$ cat config.mk
export PLATFORM = sky130hd
export DESIGN_NAME = coin_key_filter_flat
export DESIGN_NICKNAME = d
export VERILOG_FILES = /design/src/rtl/coin_key_filter_if.sv /design/src/rtl/coin_key_filter.sv /design/src/flat_wrapper.sv
export SDC_FILE = /design/constraint.sdc
export NUM_CORES = 1
export LEC_CHECK = 0
export CAP_MARGIN = 10
export CORE_MARGIN = 10
export CORE_UTILIZATION = 60
export CTS_BUF_LIST = sky130_fd_sc_hd__clkbuf_16
export DETAILED_ROUTE_END_ITERATION = 12
export HOLD_SLACK_MARGIN = 0.03
export PLACE_DENSITY = 0.88
export SLEW_MARGIN = 0
export SYNTH_ARGS = -nofsm -noshare
export SYNTH_HDL_FRONTEND = slang
export SYNTH_SLANG_ARGS = --single-unit
$ cat constraint.sdc
create_clock -name clk -period 1.9 [get_ports clk]
set_input_delay 0.19 -clock clk [delete_from_list [all_inputs] [get_ports clk]]
set_output_delay 0.19 -clock clk [all_outputs]
set_load 0.02 [all_outputs]
$ cat src/rtl/coin_key_filter_if.sv
// Coin key bundle for the vending front end: raw active-low keys in,
// one-cycle confirmed-press pulses out.
interface coin_key_filter_if;
    logic key_yuan_n;
    logic key_jiao_n;
    logic in_yuan;
    logic in_jiao;

    modport master (
        output key_yuan_n,
        output key_jiao_n,
        input  in_yuan,
        input  in_jiao
    );

    modport slave (
        input  key_yuan_n,
        input  key_jiao_n,
        output in_yuan,
        output in_jiao
    );
endinterface

$ cat src/rtl/coin_key_filter.sv
// Two independent debounce channels (1 yuan, 5 jiao), each emitting one
// single-cycle pulse per confirmed press.
module coin_key_filter #(
    parameter int CNT_MAX = 999_999,
    parameter int CNT_W   = 20
) (
    input  logic               clk,
    input  logic               rst,
    coin_key_filter_if.slave   keys
);

    typedef enum logic [1:0] {
        IDLE         = 2'd0,
        PRESS_WAIT   = 2'd1,
        PRESSED      = 2'd2,
        RELEASE_WAIT = 2'd3
    } state_t;

    localparam logic [CNT_W-1:0] CNT_LAST = CNT_W'(CNT_MAX);

    for (genvar ch = 0; ch < 2; ch++) begin : g_chan
        logic             raw_n;
        logic             sync1;
        logic             s;
        state_t           state;
        state_t           state_next;
        logic [CNT_W-1:0] cnt;
        logic [CNT_W-1:0] cnt_next;
        logic             pulse;
        logic             pulse_next;

        if (ch == 0) begin : g_yuan
            assign raw_n        = keys.key_yuan_n;
            assign keys.in_yuan = pulse;
        end else begin : g_jiao
            assign raw_n        = keys.key_jiao_n;
            assign keys.in_jiao = pulse;
        end

        // Synchroniser resets to the released level so a key held through
        // reset is seen as a fresh press and fully debounced from IDLE.
        always_ff @(posedge clk or posedge rst) begin
            if (rst) begin
                sync1 <= 1'b1;
                s     <= 1'b1;
            end else begin
                sync1 <= raw_n;
                s     <= sync1;
            end
        end

        always_ff @(posedge clk or posedge rst) begin
            if (rst) begin
                state <= IDLE;
                cnt   <= '0;
                pulse <= 1'b0;
            end else begin
                state <= state_next;
                cnt   <= cnt_next;
                pulse <= pulse_next;
            end
        end

        // Counter clears on every state change and while waiting in a stable
        // state, so it only runs while a level is being confirmed.
        always_comb begin
            state_next = state;
            cnt_next   = '0;
            pulse_next = 1'b0;
            case (state)
                IDLE: begin
                    if (!s) state_next = PRESS_WAIT;
                end
                PRESS_WAIT: begin
                    if (s) begin
                        state_next = IDLE;
                    end else if (cnt == CNT_LAST) begin
                        state_next = PRESSED;
                        pulse_next = 1'b1;
                    end else begin
                        cnt_next = cnt + CNT_W'(1);
                    end
                end
                PRESSED: begin
                    if (s) state_next = RELEASE_WAIT;
                end
                RELEASE_WAIT: begin
                    if (!s) begin
                        state_next = PRESSED;
                    end else if (cnt == CNT_LAST) begin
                        state_next = IDLE;
                    end else begin
                        cnt_next = cnt + CNT_W'(1);
                    end
                end
                default: begin
                    state_next = IDLE;
                end
            endcase
        end
    end

endmodule

$ cat src/flat_wrapper.sv
// flat-port wrapper written by rule: the top's interface ports become plain ports
module coin_key_filter_flat 
#(
    parameter int CNT_MAX = 999_999,
    parameter int CNT_W   = 20
)
  (clk, rst, keys_key_yuan_n, keys_key_jiao_n, keys_in_yuan, keys_in_jiao);
  coin_key_filter_if keys_i ();
  input  logic clk;
  input  logic rst;
  input wire logic [$bits(keys_i.key_yuan_n)-1:0] keys_key_yuan_n;
  input wire logic [$bits(keys_i.key_jiao_n)-1:0] keys_key_jiao_n;
  output wire logic [$bits(keys_i.in_yuan)-1:0] keys_in_yuan;
  output wire logic [$bits(keys_i.in_jiao)-1:0] keys_in_jiao;
  assign keys_i.key_yuan_n = keys_key_yuan_n;
  assign keys_i.key_jiao_n = keys_key_jiao_n;
  assign keys_in_yuan = keys_i.in_yuan;
  assign keys_in_jiao = keys_i.in_jiao;
  coin_key_filter #(.CNT_MAX(CNT_MAX), .CNT_W(CNT_W)) u_core (.clk(clk), .rst(rst), .keys(keys_i));
endmodule
==> impl_summary.md, run 1 <==
STA
The final number of hold-violating endpoints is 0. The count of pins over their slew limit is 0. Setup violations remaining at the end of the flow were counted as 0.

Measured against its own limit, the worst slew margin works out to 75.76%. The post-route clock skew is 0.006883 ns. The worst path uses 96.97% of the clock period.

The transition time at the pin with the least slew margin is 0.3603 ns. The minimum period implied by the final worst setup slack is 1.842 ns. Static timing analysis puts the maximum clock frequency at 542.8 MHz.

Placed design
The final HPWL from detailed placement is 3284 um. After detailed placement, the total cell area comes to 2532 um^2. The number of cells in the design after placement is 296. Routability-driven placement finished with a final weighted congestion of 0.8425. Input and output buffers added on the ports amount to 5.

Synthesis
The area of the mapped netlist is 2356 um^2. After synthesis, the largest area contributor takes up 48.86% of total cell area. The number of standard cells after synthesis is 237.

In the synthesized netlist the dominant register cell turns out to be dfrtp_1. The cell accounting for the most synthesized area is dfrtp_1. The synthesized design contains 0 enable-type register cells. The average cell area after synthesis is 9.941 um^2. The fraction of registers with async set/reset is 100.0%. The most used standard cell by instance count after synthesis is dfrtp_1. The proportion of synthesized chip area in sequential cells is 53.32%.

Ranked by instance count, the synthesized netlist is headed by dfrtp_1, nor2_1, xnor2_1. Yosys attributes the largest share of cell area to dfrtp_1, xnor2_1, nor2_1, dfstp_2, xor2_1. For this run, the number of Yosys warnings is 0. The post-synthesis net count is 243. The number of unique standard cell types used by synthesis is 32. The number of register bits inferred by synthesis is 50.

Drt
The total wire length is 5128 um. The routed layout has 1863 vias. The detailed-route DRC error count is 0. Dividing the detail-routed via count by the number of cells gives 6.088. The number of violations reported at the end of detailed-routing iteration 0 is 177.

The routed wire length per instance is 16.76 um. The first detailed-routing pass ran for 5 iterations. The detail route stage leaves a number of antenna-violating nets equal to 0.

Hold path
The path category of the worst min-delay check is in2async.

Layout
After routing the design area is 2756 um^2. In the final layout, the multi-input gates occupy 1059 um^2. The net count reported at finish is 263.

Across the whole layout, storage elements account for 1256 um^2. The final cell count without fillers is 306. The number of diodes added for antenna fixing is 0. The area growth from synthesis to layout is 16.99%. In the final layout, the share of cells above drive strength 1 is 12.79%. The count of fill cells added during filler insertion is 218.

Die
The floorplan step set the die height to 82.67 um. Measured along the x axis, the die boundary spans 82.67 um. 6 I/O pins were placed. The count of standard-cell rows is 22.

The die covers 6834 um^2. The initial utilization of the core area, before any placement, comes to 63.40%. The area of the core is 3716 um^2.

Setup path
For the worst setup path, the data required time is 2.07 ns. The delay of the slowest cell on the worst path is 0.41 ns. The worst register-to-register path has a depth of 6. The type of destination of the critical path is a flip-flop. The signal on the critical path passes through ha_1, nand4_1, nor4_4, a21o_1, buf_4, nor2_1. Counting both buffers and inverters, the worst setup path holds a total of 1. The end of the worst register-to-register path is u_core.g_chan[0].cnt[10].

The worst setup path is launched from a flip-flop. The largest fanout on the critical path is 12. The beginning of the worst register-to-register path is u_core.g_chan[0].cnt[0]. The data arrival time of the critical path is 2.01 ns. The slowest cell on the critical path is dfrtp_1.

The worst setup slack for register-to-register paths is 0.06 ns. Broken down by cell family, the worst path's largest delay share belongs to simple AND/OR/NAND/NOR gates. The category of the critical setup timing path is reg2reg.

CTS
The clock passes through at most 2 buffers. In this run, post-CTS hold repair placed 0 buffers. The cell at the root of the clock tree is clkbuf_16. The clock sink count is 50. The clock latency of the later-clocked register in the worst-skew pair is 0.29 ns. Clock-pin slew was measured on the worst setup and hold paths at 0.06 ns.

The clock tree synthesis step divided the H-tree into 2 levels. The number of CTS-inserted buffers is 5. The TritonCTS clock tree is done.

Global routing
The overall fraction of global-route tracks in use is 16.10%. The first-pass GRT wire length is 8618 um. The largest net degree at the start of global routing is 26.

The final global-route overflow total is 0. The number of global-route vias before repair is 1828. The initial antenna violation count is 0.

Power and ir drop
The total chip power is 2.265 mW. Summed over all cells, the static leakage comes to 1.100 nW. VDD sags by at most 0.5615 mV. The power density over the cells is 821.7 nW/um^2.

Status
The flow ran to the end, and the final reports show no timing, DRC or antenna violations.

Run
The reported max-cap violation count is 0.
state kept, by name, summed over array words and instances (netlist names), named ones only:
| register | count |
|---|---|
| u_core.g_chan.cnt | 40 |
| u_core.g_chan.s | 2 |
| u_core.g_chan.state | 2 |
| u_core.g_chan.sync1 | 2 |
| u_core.keys.in_jiao | 1 |
| u_core.keys.in_yuan | 1 |
logic make-up after synthesis:
| family | Yosys count | synth area share [%] |
|---|---|---|
| fa+ha+maj | 2 | 1.062 |
| xor+xnor | 29 | 10.78 |
| flops | 50 | 53.32 |
| mux | 2 | 0.8497 |
| buf+inv | 16 | 2.602 |
| simple gates | 119 | 26.82 |
| compound gates | 19 | 4.567 |
worst max path at each step:
stage | start | to | slack (ns) | cells after the start
after floorplan | u_core.g_chan[1].cnt[0] | u_core.g_chan[1].cnt[10] | 0.14 | 6
after global placement | u_core.g_chan[0].cnt[0] | u_core.g_chan[0].cnt[3] | 0.16 | 6
after detailed placement | u_core.g_chan[0].cnt[0] | u_core.g_chan[0].cnt[10] | 0.06 | 6
after CTS | u_core.g_chan[0].cnt[0] | u_core.g_chan[0].cnt[10] | 0.01 | 6
after global routing | u_core.g_chan[0].cnt[0] | u_core.g_chan[0].cnt[10] | -0.04 | 6
final | u_core.g_chan[0].cnt[0] | u_core.g_chan[0].cnt[10] | 0.06 | 6
metrics by stage:
step	setup WS, ns	util, %	setup TNS [ns]	hold slack, ns
after floorplan	0.1440	-	0	0.1945
after global placement	0.1610	68.15	0	0.3464
after detailed placement	0.05984	68.15	0	0.3472
after CTS	0.01066	73.23	0	0.3039
after global routing	-0.03913	74.18	-0.3557	0.2996
final	0.05758	74.18	0	0.2875
cells in the final DEF (no fill, tap or decap):
cell type / count
and4_1: 2
inv_2: 1
or4_1: 4
nand3_1: 16
a21o_1: 2
nor3_1: 7
o31ai_1: 3
dfstp_2: 4
nand4bb_1: 1
nand3_2: 2
clkinv_1: 1
bufinv_16: 2
inv_1: 9
nand3b_1: 3
o21ai_0: 5
nor4b_1: 1
clkbuf_16: 5
ha_1: 2
nand4_2: 1
nor2_1: 40
nand4_1: 8
and3_1: 1
buf_4: 14
dfrtp_1: 46
or3_4: 1
and4b_1: 2
and4_2: 1
xnor2_1: 19
clkdlybuf4s50_1: 5
a21oi_1: 9
and2_1: 2
xor2_1: 10
or3_1: 4
nand2_1: 14
nor4_4: 1
mux2i_1: 2
nor4_1: 7
or4_4: 1
worst reg2reg max path, stage by stage, from the launching register on:
cell,delay (ns)
dfrtp_1,0.41
ha_1,0.27
nand4_1,0.24
nor4_4,0.37
a21o_1,0.18
buf_4,0.18
nor2_1,0.08
area by class of cell:
| class | instances | area share [%] |
|---|---|---|
| clock buffer | 5 | 4.539 |
| clock inverter | 3 | 2.315 |
| inverter | 10 | 1.362 |
| multi-input combinational | 171 | 38.40 |
| sequential | 50 | 45.57 |
| tap | 48 | 2.179 |
| timing repair buffer | 19 | 5.629 |
power breakdown:
part           internal (mW)  switching [mW]
clock network          0.749           0.364
registers               1.08          0.0100
logic                 0.0214          0.0422
total                   1.85           0.416
repair_timing:
| item | CTS | global route |
|---|---|---|
| endpoints found under the setup margin | 0 | 21 |
| resized for setup | 0 | 3 |
| hold endpoints to repair | 0 | 0 |
| setup buffers | 0 | 2 |
per-layer routing:
metal | GRT usage, % | wire length, um
met5 | 0 | 0
met3 | 4.860 | 301
met4 | 4.849 | 77
met1 | 20.64 | 2234
met2 | 25.62 | 2515
No activity file was read; power rests on OpenSTA's default activity.
==> inputs of run 2 (changes only) <==
- CTS_BUF_LIST: sky130_fd_sc_hd__clkbuf_16 -> not set
==> run 2 against run 1 <==
Compared with the run above: first-iteration DRC count fell by 37%; register-to-register slack barely moved; total power fell by 9.4%; global-route usage fell by 0.68 points; non-clock buffer count did not move; die area did not move; clock skew rose by 0.0055 ns; via count fell by 1.3%; wire length fell by 5.5%; utilization fell by 1.2 points; critical path type unchanged.
==> impl_summary.md, run 2 (synthesis gave the netlist of run 1 again) <==
Global routing
The first-pass GRT wire length is 8390 um (-2.6%). The initial antenna violation count is 0 (unchanged). The largest net degree at the start of global routing came to 26 (unchanged).

The final global-route overflow total is 0 (unchanged). The number of global-route vias before repair is 1826 (-0.11%). The overall fraction of global-route tracks in use was 15.43% (-0.68 points).

Drt
The detailed-route DRC error count is 0 (unchanged). The total wire length came to 4847 um (-5.5%). The iteration count of the initial detailed-routing pass came to 8 (+3). The routed wire length per instance is 15.84 um (-5.5%). The number of vias per cell after detailed routing is 6.010 (-1.3%). The number of violations reported at the end of detailed-routing iteration 0 came to 112 (-37%). The number of vias in the routed layout is 1839 (-1.3%). The number of antenna-violating nets in the routed design was 0 (unchanged).

Setup path
The category of the critical setup timing path is reg2reg. The required time at the worst-slack endpoint is 2.13 ns (+0.06 ns). The end of the worst register-to-register path is u_core.g_chan[0].cnt[18]. The type of destination of the critical path is a flip-flop. The startpoint identified for the worst register-to-register timing path is u_core.g_chan[0].cnt[0].

The largest fanout on the critical path came to 5 (-7). Walking the worst path, the cells encountered are ha_1, and4_2, nand2_1, or4_1, a21oi_1. The worst setup slack for register-to-register paths is 0.07 ns (about the same). The slowest stage of the critical path is the or4_1 cell.

Tracing the worst setup path back leads to its startpoint at u_core.g_chan[0].cnt[0]. The worst setup path is launched from a flip-flop. The worst reg-to-reg path cell count is 5 (-1). The critical path ends at u_core.g_chan[0].cnt[18].

The data arrival time of the critical path is 2.07 ns (+0.06 ns). The delay of the slowest cell on the worst path is 0.49 ns (+0.08 ns).

STA
The final number of hold-violating endpoints was 0 (unchanged). The smallest setup slack after layout came to 0.06565 ns (+0.008070 ns). The worst slew margin relative to its limit is 76.58% (+0.82 points). The maximum operating frequency was 545.2 MHz (+0.44%). The minimum period implied by the final worst setup slack was 1.834 ns (-0.008070 ns). The count of final setup violators is 0 (unchanged). The part of the cycle the worst path needs came to 96.54% (-0.42 points). The transition time at the pin with the least slew margin came to 0.3481 ns (-0.01218 ns).

The post-route clock skew is 0.01243 ns (+0.005544 ns). The count of pins over their slew limit is 0 (unchanged).

Power and ir drop
The total chip power came to 2.051 mW (-9.4%). The reported leakage power is 1.080 nW (-1.8%). The combinational share of power is 3.1% (+0.3 points). The power density over the cells is 756.8 nW/um^2 (-7.9%). The switching power share of the total was 19.09% (+0.72 points). The portion of total power attributed to sequential cells is 53.0% (+4.9 points). The peak supply drop is 0.3878 mV (-31%). The clock share of power is 43.9% (-5.2 points). The total internal power came to 1.660 mW (-10%). The switching power is 391.5 uW (-5.9%).

Die
The area of the core is 3716 um^2 (unchanged). The width of the chip came to 82.67 um (unchanged). The number of top-level pins is 6 (unchanged). The count of standard-cell rows came to 22 (unchanged).

The initial core utilization is 63.40% (unchanged). The area of the die is 6834 um^2 (unchanged). The y dimension of the die came to 82.67 um (unchanged).

CTS
The clock-pin slew on the worst setup and hold paths is 0.09 ns (+0.03 ns). The number of hold buffers added after CTS is 0 (unchanged). The number of buffers on the longest clock path is 2 (unchanged). The number of CTS-inserted buffers is 5 (unchanged).

The TritonCTS clock tree is done. The H-tree depth reported by CTS is 2 (unchanged). The tree is rooted in a clkbuf_8.

The clock sink count is 50 (unchanged). The clock latency of the later-clocked register in the worst-skew pair was 0.30 ns (about the same).

Placed design
The instance area at placement is 2532 um^2 (unchanged). The final estimated routing congestion in global placement came to 0.8425 (unchanged). The number of port buffers is 5 (unchanged). The final HPWL from detailed placement was 3284 um (unchanged). The worst setup slack after placement was 0.05984 ns (unchanged).

Status
The run finished with clean final reports.

Layout
The number of diodes added for antenna fixing is 0 (unchanged). The area growth from synthesis to layout is 15.03%. The share of the core filled with cells in the final layout came to 72.93% (-1.2 points).

In the layout the commonest cells are dfrtp_1, nor2_1, xnor2_1. The share of post-route cells with drive strength above 1 is 13.18% (+0.39 points). The number of flip-flops under the largest register name is 40 (unchanged). Leaving out fill and tap cells, the most frequent cell in the layout is dfrtp_1. The post-route standard cell area excluding fillers was 2710 um^2 (-1.7%). The net count reported at finish came to 263 (unchanged). More flip-flops sit in one register than any other, and that register is u_core.g_chan.cnt.

Hold path
The worst hold path belongs to the class in2async.

Run
The reported max-cap violation count is 0 (unchanged).
## run 2: changes by cell type in the layout (fill, tap and decap cells not counted), sizes merged
cell,before,now
clkinv,1,0
clkbuf,5,6
## run 2: area by class of cell
| type | instances | area (um^2) |
|---|---|---|
| Sequential cell | 50 | 1256 |
| Multi-Input combinational cell | 171 | 1059 |
| Fill cell | 234 | 1006 |
| Timing Repair Buffer | 19 | 155.1 |
| Clock buffer | 6 | 82.58 |
| Clock inverter | 2 | 60.06 |
| Tap cell | 48 | 60.06 |
| Inverter | 10 | 37.54 |
## run 2: critical path, delay by kind of cell (launching register included)
kind | cells | cell delay, ns
and+or+nand+nor | 3 | 0.92
DFF | 1 | 0.42
adders and majority gates | 1 | 0.25
AOI/OAI and AO/OA | 1 | 0.18
## run 2: power by group through the flow
| stage | Clock [mW] | Combinational, mW | Sequential, mW |
|---|---|---|---|
| 2_1_floorplan | 0 | 0.0376 | 1.10 |
| 3_3_place_gp | 0 | 0.0613 | 1.11 |
| 3_5_place_dp | 0 | 0.0640 | 1.11 |
| 4_1_cts | 0.915 | 0.0648 | 1.09 |
| 5_1_grt | 0.952 | 0.0717 | 1.09 |
| 6_report | 0.901 | 0.0632 | 1.09 |
## run 2: layer usage
| metal | share of wire, % | wire length (um) | global-route usage [%] | up-vias |
|---|---|---|---|---|
| li1 | - | - | - | 866 |
| met1 | 44 | 2139 | 20.49 | 906 |
| met2 | 49 | 2371 | 24.00 | 63 |
| met3 | 5.9 | 285 | 3.780 | 4 |
| met4 | 1.1 | 51 | 5.351 | 0 |
| met5 | 0 | 0 | 0 | - |
## run 2: how the worst min path moves through the flow
stage | end | slack (ns) | start
2_1_floorplan | u_core.g_chan[0].sync1 | 0.19 | keys_key_yuan_n
3_3_place_gp | u_core.g_chan[1].s | 0.35 | u_core.g_chan[1].sync1
3_5_place_dp | u_core.g_chan[1].s | 0.35 | u_core.g_chan[1].sync1
4_1_cts | asynchronous set/reset pin | 0.28 | rst
5_1_grt | u_core.g_chan[0].sync1 | 0.28 | keys_key_yuan_n
6_report | u_core.keys.in_yuan | 0.27 | rst
## run 2: timing repair
action / 4_1_cts / 5_1_grt
setup buffers: 0 / 2
resized for setup: 0 / 3
setup endpoints to repair: 0 / 21
## run 2: through the flow
step	std cells	hold slack [ns]	TNS, ns
after floorplan	237	0.1945	0
after detailed placement	296	0.3472	0
final	306	0.2662	0
after CTS	304	0.2812	0
after global routing	306	0.2753	-0.1811
after global placement	296	0.3464	0
